[config.mk]
export PLATFORM = sky130hd
export DESIGN_NAME = jtdsp16_prog_loader
export DESIGN_NICKNAME = d
export VERILOG_FILES = /design/src/rtl/jtdsp16_prog_loader.sv
export SDC_FILE = /design/constraint.sdc
export NUM_CORES = 1
export LEC_CHECK = 0
export BUFFER_PORTS_ARGS = -buffer_cell sky130_fd_sc_hd__buf_4
export CAP_MARGIN = 20
export CORE_MARGIN = 2
export CORE_UTILIZATION = 41
export CTS_BUF_LIST = sky130_fd_sc_hd__clkbuf_8
export DETAILED_ROUTE_END_ITERATION = 12
export SLEW_MARGIN = 20
export SYNTH_ARGS = -nofsm -noshare
export SYNTH_HDL_FRONTEND = slang
export SYNTH_SLANG_ARGS = --single-unit
[constraint.sdc]
create_clock -name clk -period 2.7 [get_ports clk]
set_clock_uncertainty 0.2 [all_clocks]
set_input_delay 0.54 -clock clk [delete_from_list [all_inputs] [get_ports clk]]
set_output_delay 0.54 -clock clk [all_outputs]
set_load 0.02 [all_outputs]
[src/rtl/jtdsp16_prog_loader.sv]
// Packs a download byte stream into 16-bit program words for the jtdsp16 core and keeps the core in reset during the load.
// Define JTDSP16_LOADER_CHKSUM_EN to add a 16-bit running sum of the written words on the chksum port.
module jtdsp16_prog_loader #(
  parameter int AW         = 12,
  parameter int PROG_WORDS = 4096,
  parameter bit BIG_ENDIAN = 1'b1,
  parameter int RST_HOLD   = 4
) (
  input  logic          clk,
  input  logic          rst,
  input  logic          cen,
  input  logic          dl_start,
  input  logic [7:0]    dl_data,
  input  logic          dl_we,
  input  logic          dl_done,
  output logic          dl_ready,
  output logic [AW-1:0] prog_addr,
  output logic [15:0]   prog_data,
  output logic          prog_we,
  output logic          dsp_rst,
  output logic          busy,
  output logic [AW:0]   words,
  output logic          err
`ifdef JTDSP16_LOADER_CHKSUM_EN
  ,
  output logic [15:0]   chksum
`endif
);

  typedef enum logic [2:0] {IDLE, LOAD_A, LOAD_B, RELEASE, RUN} state_t;

  localparam int HW = (RST_HOLD > 1) ? $clog2(RST_HOLD) : 1;
  localparam logic [AW+1:0] PW_L     = (AW+2)'(PROG_WORDS);
  localparam logic [AW-1:0] ADDR_MAX = '1;

  state_t          state, state_nx;
  logic            wr_pend;
  logic [7:0]      first_byte;
  logic [HW-1:0]   hold_cnt;
  logic [AW+1:0]   pend_cnt;
  logic            start, acc, done, full, hold_last;

  function automatic logic [15:0] pack(input logic [7:0] a, input logic [7:0] b);
    return BIG_ENDIAN ? {a, b} : {b, a};
  endfunction

  assign start     = dl_start & cen;
  assign acc       = dl_we & dl_ready;
  assign done      = dl_done & cen;
  // A word still waiting for its write slot already counts against capacity.
  assign pend_cnt  = {1'b0, words} + {{(AW+1){1'b0}}, wr_pend};
  assign full      = pend_cnt >= PW_L;
  assign hold_last = hold_cnt == HW'(RST_HOLD - 1);

  // NOTE: sequential state uses non-blocking assignments so every register samples pre-edge values.
  always_ff @(posedge clk or posedge rst) begin
    if (rst) state <= IDLE;
    else     state <= state_nx;
  end

  // NOTE: every combinational output gets a default first so no latch is inferred on untaken paths.
  always_comb begin
    state_nx = state;
    if (start) begin
      state_nx = LOAD_A;
    end else if (cen) begin
      case (state)
        LOAD_A:  if (done) state_nx = RELEASE;
                 else if (acc && !full) state_nx = LOAD_B;
        LOAD_B:  if (done) state_nx = RELEASE;
                 else if (acc) state_nx = LOAD_A;
        RELEASE: if (!wr_pend && hold_last) state_nx = RUN;
        default: ;
      endcase
    end
  end

  always_comb begin
    dl_ready = 1'b0;
    dsp_rst  = 1'b1;
    busy     = 1'b0;
    case (state)
      LOAD_A, LOAD_B: begin
        dl_ready = cen;
        busy     = 1'b1;
      end
      RELEASE: busy    = 1'b1;
      RUN:     dsp_rst = 1'b0;
      default: ;
    endcase
    prog_we = wr_pend & cen;
  end

  always_ff @(posedge clk or posedge rst) begin
    if (rst) begin
      wr_pend    <= 1'b0;
      prog_data  <= '0;
      first_byte <= '0;
      prog_addr  <= '0;
      words      <= '0;
      err        <= 1'b0;
      hold_cnt   <= '0;
    end else if (cen) begin
      if (start) begin
        wr_pend    <= 1'b0;
        first_byte <= '0;
        prog_addr  <= '0;
        words      <= '0;
        err        <= 1'b0;
        hold_cnt   <= '0;
      end else begin
        if (prog_we) begin
          wr_pend <= 1'b0;
          words   <= words + (AW+1)'(1);
          if (prog_addr != ADDR_MAX) prog_addr <= prog_addr + AW'(1);
        end
        if (state == RELEASE && !wr_pend) hold_cnt <= hold_cnt + HW'(1);
        case (state)
          LOAD_A: if (acc) begin
            if (full) begin
              err <= 1'b1;
            end else if (done) begin
              prog_data <= pack(dl_data, 8'h00);
              wr_pend   <= 1'b1;
            end else begin
              first_byte <= dl_data;
            end
          end
          LOAD_B: if (acc) begin
            prog_data <= pack(first_byte, dl_data);
            wr_pend   <= 1'b1;
          end else if (done) begin
            prog_data <= pack(first_byte, 8'h00);
            wr_pend   <= 1'b1;
          end
          default: ;
        endcase
      end
    end
  end

`ifdef JTDSP16_LOADER_CHKSUM_EN
  always_ff @(posedge clk or posedge rst) begin
    if (rst)          chksum <= '0;
    else if (start)   chksum <= '0;
    else if (prog_we) chksum <= chksum + prog_data;
  end
`endif

endmodule

==> impl_results.md, run 1 <==
* Final period util at 0.906
* Routed WL at between 7000 and 8000 µm
* Crit. End Element: register
* Setup_tns at 0 ns
* Power share of the clock group at 0.198
* # H-tree levels at 2
* Sw frac at 0.376
* Final nets at about 420
* Slew headroom at 0.567
* GRT Overall Usage at 0.184
* First-pass GRT wire length at around 12000 µm
* Hold path cells at 2
* Leak at about 1.8 nW
* Hold Fails Final Rpt at 0
* Fmax at roughly 0.41 GHz
* Net Switching at roughly 1.1 mW
* Setup bufs post-CTS at 0
* Startpoint types: register
* Post-synth EDFFs at 0
* Async set or reset register ratio after synthesis at 1.00
* Buffers on Ports at 59
* WS Path Type: reg -> reg
* Worst-margin pin slew at ~0.63 ns
* Commonest non-fill, non-tap cells in the layout: 70 x buf_4, 56 x dfrtp_1, 46 x nand2_1
* Yosys reg bits at 56
* Status: finished, final reports clean
* Share of cells above drive strength 1 at 0.218
* Vias in the first global route at 2459
* MaxCap Viol Count at 0
* Horiz. Die Dim at between 90 and 100 µm
* CP arrival at between 2 and 2.5 ns
* R2r startpoint: words[0]$_DFFE_PP0P_
* Ys Warns at 0
* Worst R2R Setup Slack at approximately 0.25 ns
* Initial antenna violation count at 0
* R2R depth at 7
* Seq pwr share at 0.384
* # DRC at 0
* Diodes inserted at 0
* Synth top area cells: dfrtp_1 45%, nand2_1 5.6%, mux2i_1 5.5%, xnor2_1 4.2%, nor2_1 4.1%
* Die Span Y at ~91 µm
* Maximum root-to-sink buffer count at 2
* Worst VDD drop at 0.374 mV
* DP Wirelength at approximately 5400 µm
* Worst R2R End: prog_data[14]$_DFFE_PP0P_
* Area growth, synth to finish at 23.2%
* Antenna-violating nets left at 0
* Top-Level Pins at 60
* WL/cell at about 15 µm
* Clk pin slew, worst setup/hold paths at 0.10 ns
* Synth Area per Inst at slightly above 9 µm²
* Top_reg_cell synth: dfrtp_1
* CP Max Fanout at 8
* Crit path required time at ~2.7 ns
* Hold path start: dl_data[7]
* Row cnt at 31
* Post-route cell area at approximately 3800 µm²
* Worst Hold Class: in -> reg
* Power Dens Cells at between 700 and 800 nW/µm²
* CTS buffer count at 5
* Clock Latency Late Sink at 0.31 ns
* Combinational power share at 0.418
* Placed Area at 3690 µm²
* Clock Tree Root: clkbuf_8
* CTS Sinks at 56
* Drt via density at between 5 and 6
* Starting Density at 0.426
* Detailed-router iteration count before antenna repair at 4
* Post-Syn Instances at approximately 340
* Fin crit period at 2.45 ns
* Full die area at ~8300 µm²
* Largest net degree at the start of global routing at 33
* Finish-stage setup viols at 0
* Share of the synthesized area in the top cell type at 0.452
* Total grt overflow at 0
* Slew Viols, Final at 0
* RSZ-0062 raised after global routing: no
* Register area share after synthesis at 0.452
* Starting DRC count in detailed routing at 94
* Power Internal at between 1.5 and 2 mW
* Synthesized cell area at ~3100 µm²
* CTS tree: yes
* Via Count at between 2000 and 3000
* Most common cell after layout, fill and taps aside: buf_4
* Yosys top cell by area: dfrtp_1
* Syn Nets at ~360
* WHS Endpoint: prog_data[7]$_DFFE_PP0P_
* Core ar. at ~7300 µm²
* GPL Wtd Cong at between 0.7 and 0.8
* Final Core Density at 0.524
* Yosys cell types at 47
-- flip-flops by register name, indices dropped and copies added, names as in the netlist --
register	flops
state	3
err	1
first_byte	8
prog_data	16
wr_pend	1
hold_cnt	2
prog_addr	12
words	13
-- worst max-delay path by stage --
stage | slack, ns | startpoint | endpoint | depth (start not counted)
CTS | 0.24 | words[0]$_DFFE_PP0P_ | first_byte[7]$_DFFE_PP0P_ | 7
global route | 0.13 | wr_pend$_DFFE_PP0P_ | first_byte[7]$_DFFE_PP0P_ | 7
global placement | 0.32 | words[0]$_DFFE_PP0P_ | first_byte[7]$_DFFE_PP0P_ | 7
detailed placement | 0.27 | words[0]$_DFFE_PP0P_ | first_byte[7]$_DFFE_PP0P_ | 7
floorplan | 0.19 | words[0]$_DFFE_PP0P_ | prog_data[15]$_DFFE_PP0P_ | 7
finish | 0.25 | words[0]$_DFFE_PP0P_ | prog_data[14]$_DFFE_PP0P_ | 7
-- critical path, cell delays in order (launching register included) --
cell      delay [ns]
dfrtp_1         0.39
ha_1            0.21
ha_1            0.17
and4_1          0.20
a41oi_1         0.29
nor2_2          0.11
nand4b_1        0.46
o221ai_1        0.31
-- area by class of cell --
class                           instances  area (µm²)
Fill cell                             726        3470
Multi-Input combinational cell        251        1580
Sequential cell                        56        1400
Timing Repair Buffer                   71         536
Tap cell                               99         124
Clock buffer                            7        96.3
Inverter                               14        52.6
Clock inverter                          1        30.0
-- synth_stat cells (all sizes together), types with 3 or more instances --
master / number
dfrtp: 56
nand2: 46
nor2: 36
mux2i: 17
o21ai: 16
xnor2: 15
inv: 14
nand2b: 13
clkbuf: 12
a21oi: 11
nor2b: 9
a22o: 8
nor3: 8
o221ai: 8
nand3: 6
nand4: 6
and2: 5
and4: 5
ha: 5
xor2: 5
a2111oi: 3
a21o: 3
buf: 3
-- logic make-up after synthesis --
family,synth area share
and+or+nand+nor,0.229
AOI/OAI and AO/OA,0.142
DFF,0.452
buffers and inverters,0.0383
xor gates and xnor gates,0.0565
muxes,0.0621
adders and majority gates,0.0202
-- per-stage QoR --
step / hold WS (ns) / worst slack, ns / total power [mW] / cells
after floorplan: 0.294 / 0.189 / 1.96 / 336
after global placement: 0.242 / 0.318 / 2.43 / 490
after detailed placement: 0.243 / 0.270 / 2.44 / 490
after CTS: 0.277 / 0.240 / 3.05 / 499
after global routing: 0.285 / 0.125 / 3.22 / 499
final: 0.284 / 0.254 / 3.02 / 499
-- per-layer routing --
layer	GRT usage	share of wire	vias up	wire, µm
li1	-	-	1307	-
met1	0.280	0.49	1272	3650
met2	0.275	0.46	56	3420
met3	0.0282	0.042	4	315
met4	0.0429	0.0075	0	56
met5	0	0	-	0
-- power groups by stage --
stage               clock network [mW]  logic [mW]  registers, mW
global route                     0.656        1.38           1.19
floorplan                            0       0.666           1.29
finish                           0.600        1.26           1.16
detailed placement                   0        1.26           1.18
global placement                     0        1.25           1.17
CTS                              0.624        1.27           1.16
-- repair_timing --
action	CTS	global route
hold buffers	1	0
hold endpoints to repair	5	0
resized for setup	0	0
No activity file was read; power rests on OpenSTA's default activity.
==> inputs of run 2 (changes only) <==
==> constraint.sdc (replaced) <==
create_clock -name clk -period 2.85 [get_ports clk]
set_clock_uncertainty 0.2 [all_clocks]
set_input_delay 0.57 -clock clk [delete_from_list [all_inputs] [get_ports clk]]
set_output_delay 0.57 -clock clk [all_outputs]
set_load 0.02 [all_outputs]
==> impl_results.md, run 2 (synthesis gave the netlist of run 1 again) <==
* Status: finished, final reports clean
* CP arrival at 2.56 ns (+0.10 ns)
* Crit. End Element: register
* MaxCap Viol Count at 0 (unchanged)
* DP Wirelength at 5250 µm (-3.5%)
* Worst VDD drop at 0.327 mV (-13%)
* Commonest non-fill, non-tap cells in the layout: 66 x buf_4, 56 x dfrtp_1, 46 x nand2_1
* Maximum root-to-sink buffer count at 2 (unchanged)
* Drt via density at 5.23 (-1.0%)
* Starting DRC count in detailed routing at 140 (+49%)
* CTS Sinks at 56 (unchanged)
* Most flops, register: prog_data
* Hold Fails Final Rpt at 0 (unchanged)
* Power Dens Cells at 724 nW/µm² (-8.5%)
* Register area at 1400 µm² (unchanged)
* Setup_tns at 0 ns (unchanged)
* Clock Tree Root: clkbuf_8
* Slowest cell on crit path: or4_4
* WL/cell at 15.0 µm (+0.63%)
* CTS tree: yes
* Largest stage delay, worst path at 0.59 ns (+0.13 ns)
* Post-CTS Resized at 0 (unchanged)
* Fmax at 0.397 GHz (-3.0%)
* Most common cell after layout, fill and taps aside: buf_4
* Total grt overflow at 0 (unchanged)
* Largest net degree at the start of global routing at 57 (+73%)
* Slew headroom at 0.567 (about the same)
* Core ar. at 7290 µm² (unchanged)
* R2R depth at 7 (unchanged)
* Filler instances at 723 (-0.41%)
* Vias in the first global route at 2446 (-0.53%)
* GPL Wtd Cong at 0.801 (+2.3%)
* Clk pin slew, worst setup/hold paths at 0.10 ns (about the same)
* CTS buffer count at 5 (unchanged)
* Startpoint types: register
* Fin crit period at 2.52 ns (+0.0748 ns)
* # DRC at 0 (unchanged)
* WS Path Type: reg -> reg
* RSZ-0062 raised after global routing: no
* Min Hold Slack at 0.105 ns (-0.179 ns)
* Clock Latency Late Sink at 0.31 ns (about the same)
* Diodes inserted at 0 (unchanged)
* First-pass GRT wire length at 12500 µm (+0.50%)
* Initial antenna violation count at 0 (unchanged)
* Worst Hold Class: in -> async
* Worst path cell trace: ha_1, ha_1, and4_1, a41oi_1, nor2_2, or4_4, mux2i_1
* Final nets at 414 (-0.96%)
* Cts-stage hold buffer count at 0 (-1)
* Max reg flops at 16 (unchanged)
* Share of cells above drive strength 1 at 0.210 (-0.00790)
* Die Span Y at 91.0 µm (unchanged)
* Buffers on Ports at 59 (unchanged)
* Worst-margin pin slew at 0.634 ns (+0.000424 ns)
* Top-Level Pins at 60 (unchanged)
* GRT Overall Usage at 0.185 (+0.000741)
* Area growth, synth to finish at 21.3%
* Antenna-violating nets left at 0 (unchanged)
* # H-tree levels at 2 (unchanged)
* Row cnt at 31 (unchanged)
* Finish-stage setup viols at 0 (unchanged)
* Top Registers: prog_data x16, words x13, prog_addr x12
* Full die area at 8280 µm² (unchanged)
* Most used cell, CP: ha_1
* Routed WL at 7430 µm (-0.17%)
* Leak at 1.77 nW (-1.8%)
* Final period util at 0.885 (-0.0214)
* Multi-input gate area at 1580 µm² (unchanged)
* Crit path required time at 2.89 ns (+0.17 ns)
* Detailed-router iteration count before antenna repair at 4 (unchanged)
* CP Max Fanout at 8 (unchanged)
* Via Count at 2591 (-1.8%)
* Setup bufs post-CTS at 0 (unchanged)
* Slew Viols, Final at 0 (unchanged)
* Starting Density at 0.426 (unchanged)
* Horiz. Die Dim at 91.0 µm (unchanged)
[run 2: area by class of cell]
cell class	count	area share
multi-input combinational	251	0.420
sequential	56	0.372
timing repair buffer	67	0.137
tap	99	0.0329
clock buffer	5	0.0183
inverter	14	0.0140
clock inverter	3	0.00532
[run 2: final timing paths]
kind,slack [ns],end,from
setup / recovery,0.33,first_byte[2]$_DFFE_PP0P_,words[0]$_DFFE_PP0P_
hold / removal,0.11,prog_addr[5]$_DFFE_PP0P_,rst
setup reg to reg,0.33,first_byte[2]$_DFFE_PP0P_,words[0]$_DFFE_PP0P_
hold reg to reg,0.31,prog_data[5]$_DFFE_PP0P_,prog_data[5]$_DFFE_PP0P_
max in group asynchronous,2.09,first_byte[0]$_DFFE_PP0P_,rst
min in group clk,0.30,prog_data[7]$_DFFE_PP0P_,dl_data[7]
[run 2: metal layers]
metal / GRT usage / part of all wire / vias to the layer above
li1: - / - / 1291
met1: 0.278 / 0.51 / 1243
met2: 0.280 / 0.45 / 50
met3: 0.0266 / 0.031 / 7
met4: 0.0467 / 0.010 / 0
met5: 0 / 0 / -
[run 2: worst max-delay path, delay by kind of cell, from the launching register on]
kind | cells | cell delay (ns)
AO/OA/AOI/OAI | 1 | 0.29
AND/OR/NAND/NOR | 3 | 0.89
flip-flops | 1 | 0.45
adder cells (fa/ha/maj) | 2 | 0.42
multiplexers | 1 | 0.20
[run 2: stage by stage]
stage,setup slack [ns],cells,cell area (µm²),utilization,total power [mW]
after global routing,0.107,495,3760,0.516,2.92
after CTS,0.314,495,3760,0.516,2.76
after detailed placement,0.335,487,3680,0.504,2.30
after floorplan,0.339,336,3100,-,1.85
after global placement,0.391,487,3680,0.504,2.29
final,0.329,495,3760,0.516,2.73
[run 2: power breakdown]
group | switching [mW] | internal (mW)
clock | 0.273 | 0.172
sequential | 0.148 | 0.956
combinational | 0.666 | 0.512
==> inputs of run 3 (changes only) <==
--- a/config.mk
+++ b/config.mk
@@ -7,10 +7,13 @@
 export LEC_CHECK = 0
 export BUFFER_PORTS_ARGS = -buffer_cell sky130_fd_sc_hd__buf_4
 export CAP_MARGIN = 20
+export CELL_PAD_IN_SITES_DETAIL_PLACEMENT = 2
+export CELL_PAD_IN_SITES_GLOBAL_PLACEMENT = 2
 export CORE_MARGIN = 2
-export CORE_UTILIZATION = 41
+export CORE_UTILIZATION = 37
 export CTS_BUF_LIST = sky130_fd_sc_hd__clkbuf_8
 export DETAILED_ROUTE_END_ITERATION = 12
+export PLACE_DENSITY_LB_ADDON = 0.1
 export SLEW_MARGIN = 20
 export SYNTH_ARGS = -nofsm -noshare
 export SYNTH_HDL_FRONTEND = slang
==> impl_results.md, run 3 (synthesis gave the netlist of run 1 again) <==
* Power Dens Cells at 762 nW/µm² (+5.2%)
* Maximum root-to-sink buffer count at 2 (unchanged)
* Fmax at 0.386 GHz (-2.6%)
* Worst-margin pin slew at 0.609 ns (-0.0250 ns)
* Row cnt at 33 (+6.5%)
* Routed WL at 9230 µm (+24%)
* Initial antenna violation count at 0 (unchanged)
* Slew Viols, Final at 0 (unchanged)
* Worst Hold Class: in -> async
* Top-Level Pins at 60 (unchanged)
* # H-tree levels at 2 (unchanged)
* WL/cell at 18.4 µm (+22%)
* Total grt overflow at 0 (unchanged)
* Largest net degree at the start of global routing at 30 (-47%)
* DP Wirelength at 6810 µm (+30%)
* Final nets at 415 (+0.24%)
* CTS buffer count at 5 (unchanged)
* Cts-stage hold buffer count at 0 (unchanged)
* Slew headroom at 0.584 (+0.0171)
* Clk pin slew, worst setup/hold paths at 0.11 ns (about the same)
* Clock Tree Root: clkbuf_8
* Horiz. Die Dim at 95.6 µm (+5.0%)
* Setup bufs post-CTS at 0 (unchanged)
* Status: finished, final reports clean
* RSZ-0062 raised after global routing: no
* Drt via density at 5.42 (+3.5%)
* Hold Fails Final Rpt at 0 (unchanged)
* Crit. End Element: register
* CTS Sinks at 56 (unchanged)
* Commonest non-fill, non-tap cells in the layout: 67 x buf_4, 56 x dfrtp_1, 46 x nand2_1
* Starting Density at 0.380 (-0.0460)
* Met2 Use GR at 0.348 (+0.0689)
* PnR Total Power at 2.91 mW (+6.6%)
* # DRC at 0 (unchanged)
* MaxCap Viol Count at 0 (unchanged)
* Clock Latency Late Sink at 0.32 ns (about the same)
* Die Span Y at 95.6 µm (+5.0%)
* Startpoint types: register
* GPL Wtd Cong at 0.764 (-4.6%)
* M1 GR Usage at 0.309 (+0.0308)
* WS Path Type: reg -> reg
* Setup_tns at 0 ns (unchanged)
* GRT Overall Usage at 0.216 (+0.0319)
* Most common cell after layout, fill and taps aside: buf_4
* Final Core Density at 0.466 (-0.0500)
* Final period util at 0.908 (+0.0234)
* Diodes inserted at 0 (unchanged)
* Finish-stage setup viols at 0 (unchanged)
* First-pass GRT wire length at 15200 µm (+22%)
* CP Max Fanout at 8 (unchanged)
* Core ar. at 8180 µm² (+12%)
* CP arrival at 2.61 ns (+0.05 ns)
* Vias in the first global route at 2832 (+16%)
* Detailed-router iteration count before antenna repair at 4 (unchanged)
* Post-CTS Resized at 0 (unchanged)
* Layer with the highest usage: met2
* Leak at 1.79 nW (+1.2%)
* Full die area at 9130 µm² (+10%)
* Worst R2R Setup Slack at 0.26 ns (-0.07 ns)
* Top Registers: prog_data x16, words x13, prog_addr x12
* Antenna-violating nets left at 0 (unchanged)
* Via Count at 2719 (+4.9%)
* Worst VDD drop at 0.399 mV (+22%)
* Share of cells above drive strength 1 at 0.214 (+0.00451)
* Fin crit period at 2.59 ns (+0.0666 ns)
* Starting DRC count in detailed routing at 59 (-58%)
* Max reg flops at 16 (unchanged)
* Most flops, register: prog_data
* Area growth, synth to finish at 22.9%
* Filler instances at 927 (+28%)
* CTS tree: yes
* Crit path required time at 2.87 ns (-0.02 ns)
* Buffers on Ports at 59 (unchanged)
* Grt met3 use at 0.0300 (+0.00348)
-- run 3: worst paths after layout --
check,from,end,cells past startpoint
hold / removal,rst,first_byte[0]$_DFFE_PP0P_,2
min in group clk,dl_data[7],prog_data[7]$_DFFE_PP0P_,2
setup / recovery,words[0]$_DFFE_PP0P_,prog_data[11]$_DFFE_PP0P_,7
hold reg to reg,prog_data[2]$_DFFE_PP0P_,prog_data[2]$_DFFE_PP0P_,1
setup reg to reg,words[0]$_DFFE_PP0P_,prog_data[11]$_DFFE_PP0P_,7
max in group asynchronous,rst,words[3]$_DFFE_PP0P_,3
-- run 3: report_power, final --
| part | switching (mW) | internal (mW) |
|---|---|---|
| Sequential | 0.181 | 0.956 |
| Clock | 0.277 | 0.288 |
| Combinational | 0.689 | 0.516 |
| Total | 1.15 | 1.76 |
-- run 3: stage by stage --
stage / hold slack, ns / setup WS, ns / std cells / instance area [µm²]
4_1_cts: 0.157 / 0.270 / 502 / 3810
5_1_grt: 0.166 / 0.0362 / 502 / 3810
6_report: 0.130 / 0.262 / 502 / 3810
2_1_floorplan: 0.294 / 0.339 / 336 / 3100
3_5_place_dp: 0.289 / 0.310 / 494 / 3690
3_3_place_gp: 0.285 / 0.394 / 494 / 3690
-- run 3: cell type report --
class | count | area [µm²] | area share
Inverter | 14 | 52.6 | 0.0138
Sequential cell | 56 | 1400 | 0.368
Clock buffer | 6 | 82.6 | 0.0217
Clock inverter | 2 | 38.8 | 0.0102
Tap cell | 105 | 131 | 0.0345
Multi-Input combinational cell | 251 | 1580 | 0.415
Timing Repair Buffer | 68 | 523 | 0.137
-- run 3: critical path, stage by stage, from the launching register on --
cell and delay (ns):
dfrtp_1 0.46, ha_1 0.24, ha_1 0.17, and4_1 0.19, a41oi_1 0.28, nor2_2 0.12
nand4b_1 0.50, o221ai_1 0.33
-- run 3: routing by layer --
layer  vias to the layer above  share of wire  wire, µm
li1                       1295              -         -
met1                      1367           0.49      4520
met2                        49           0.47      4350
met3                         8          0.028       257
met4                         0          0.011       103
met5                         -              0         0
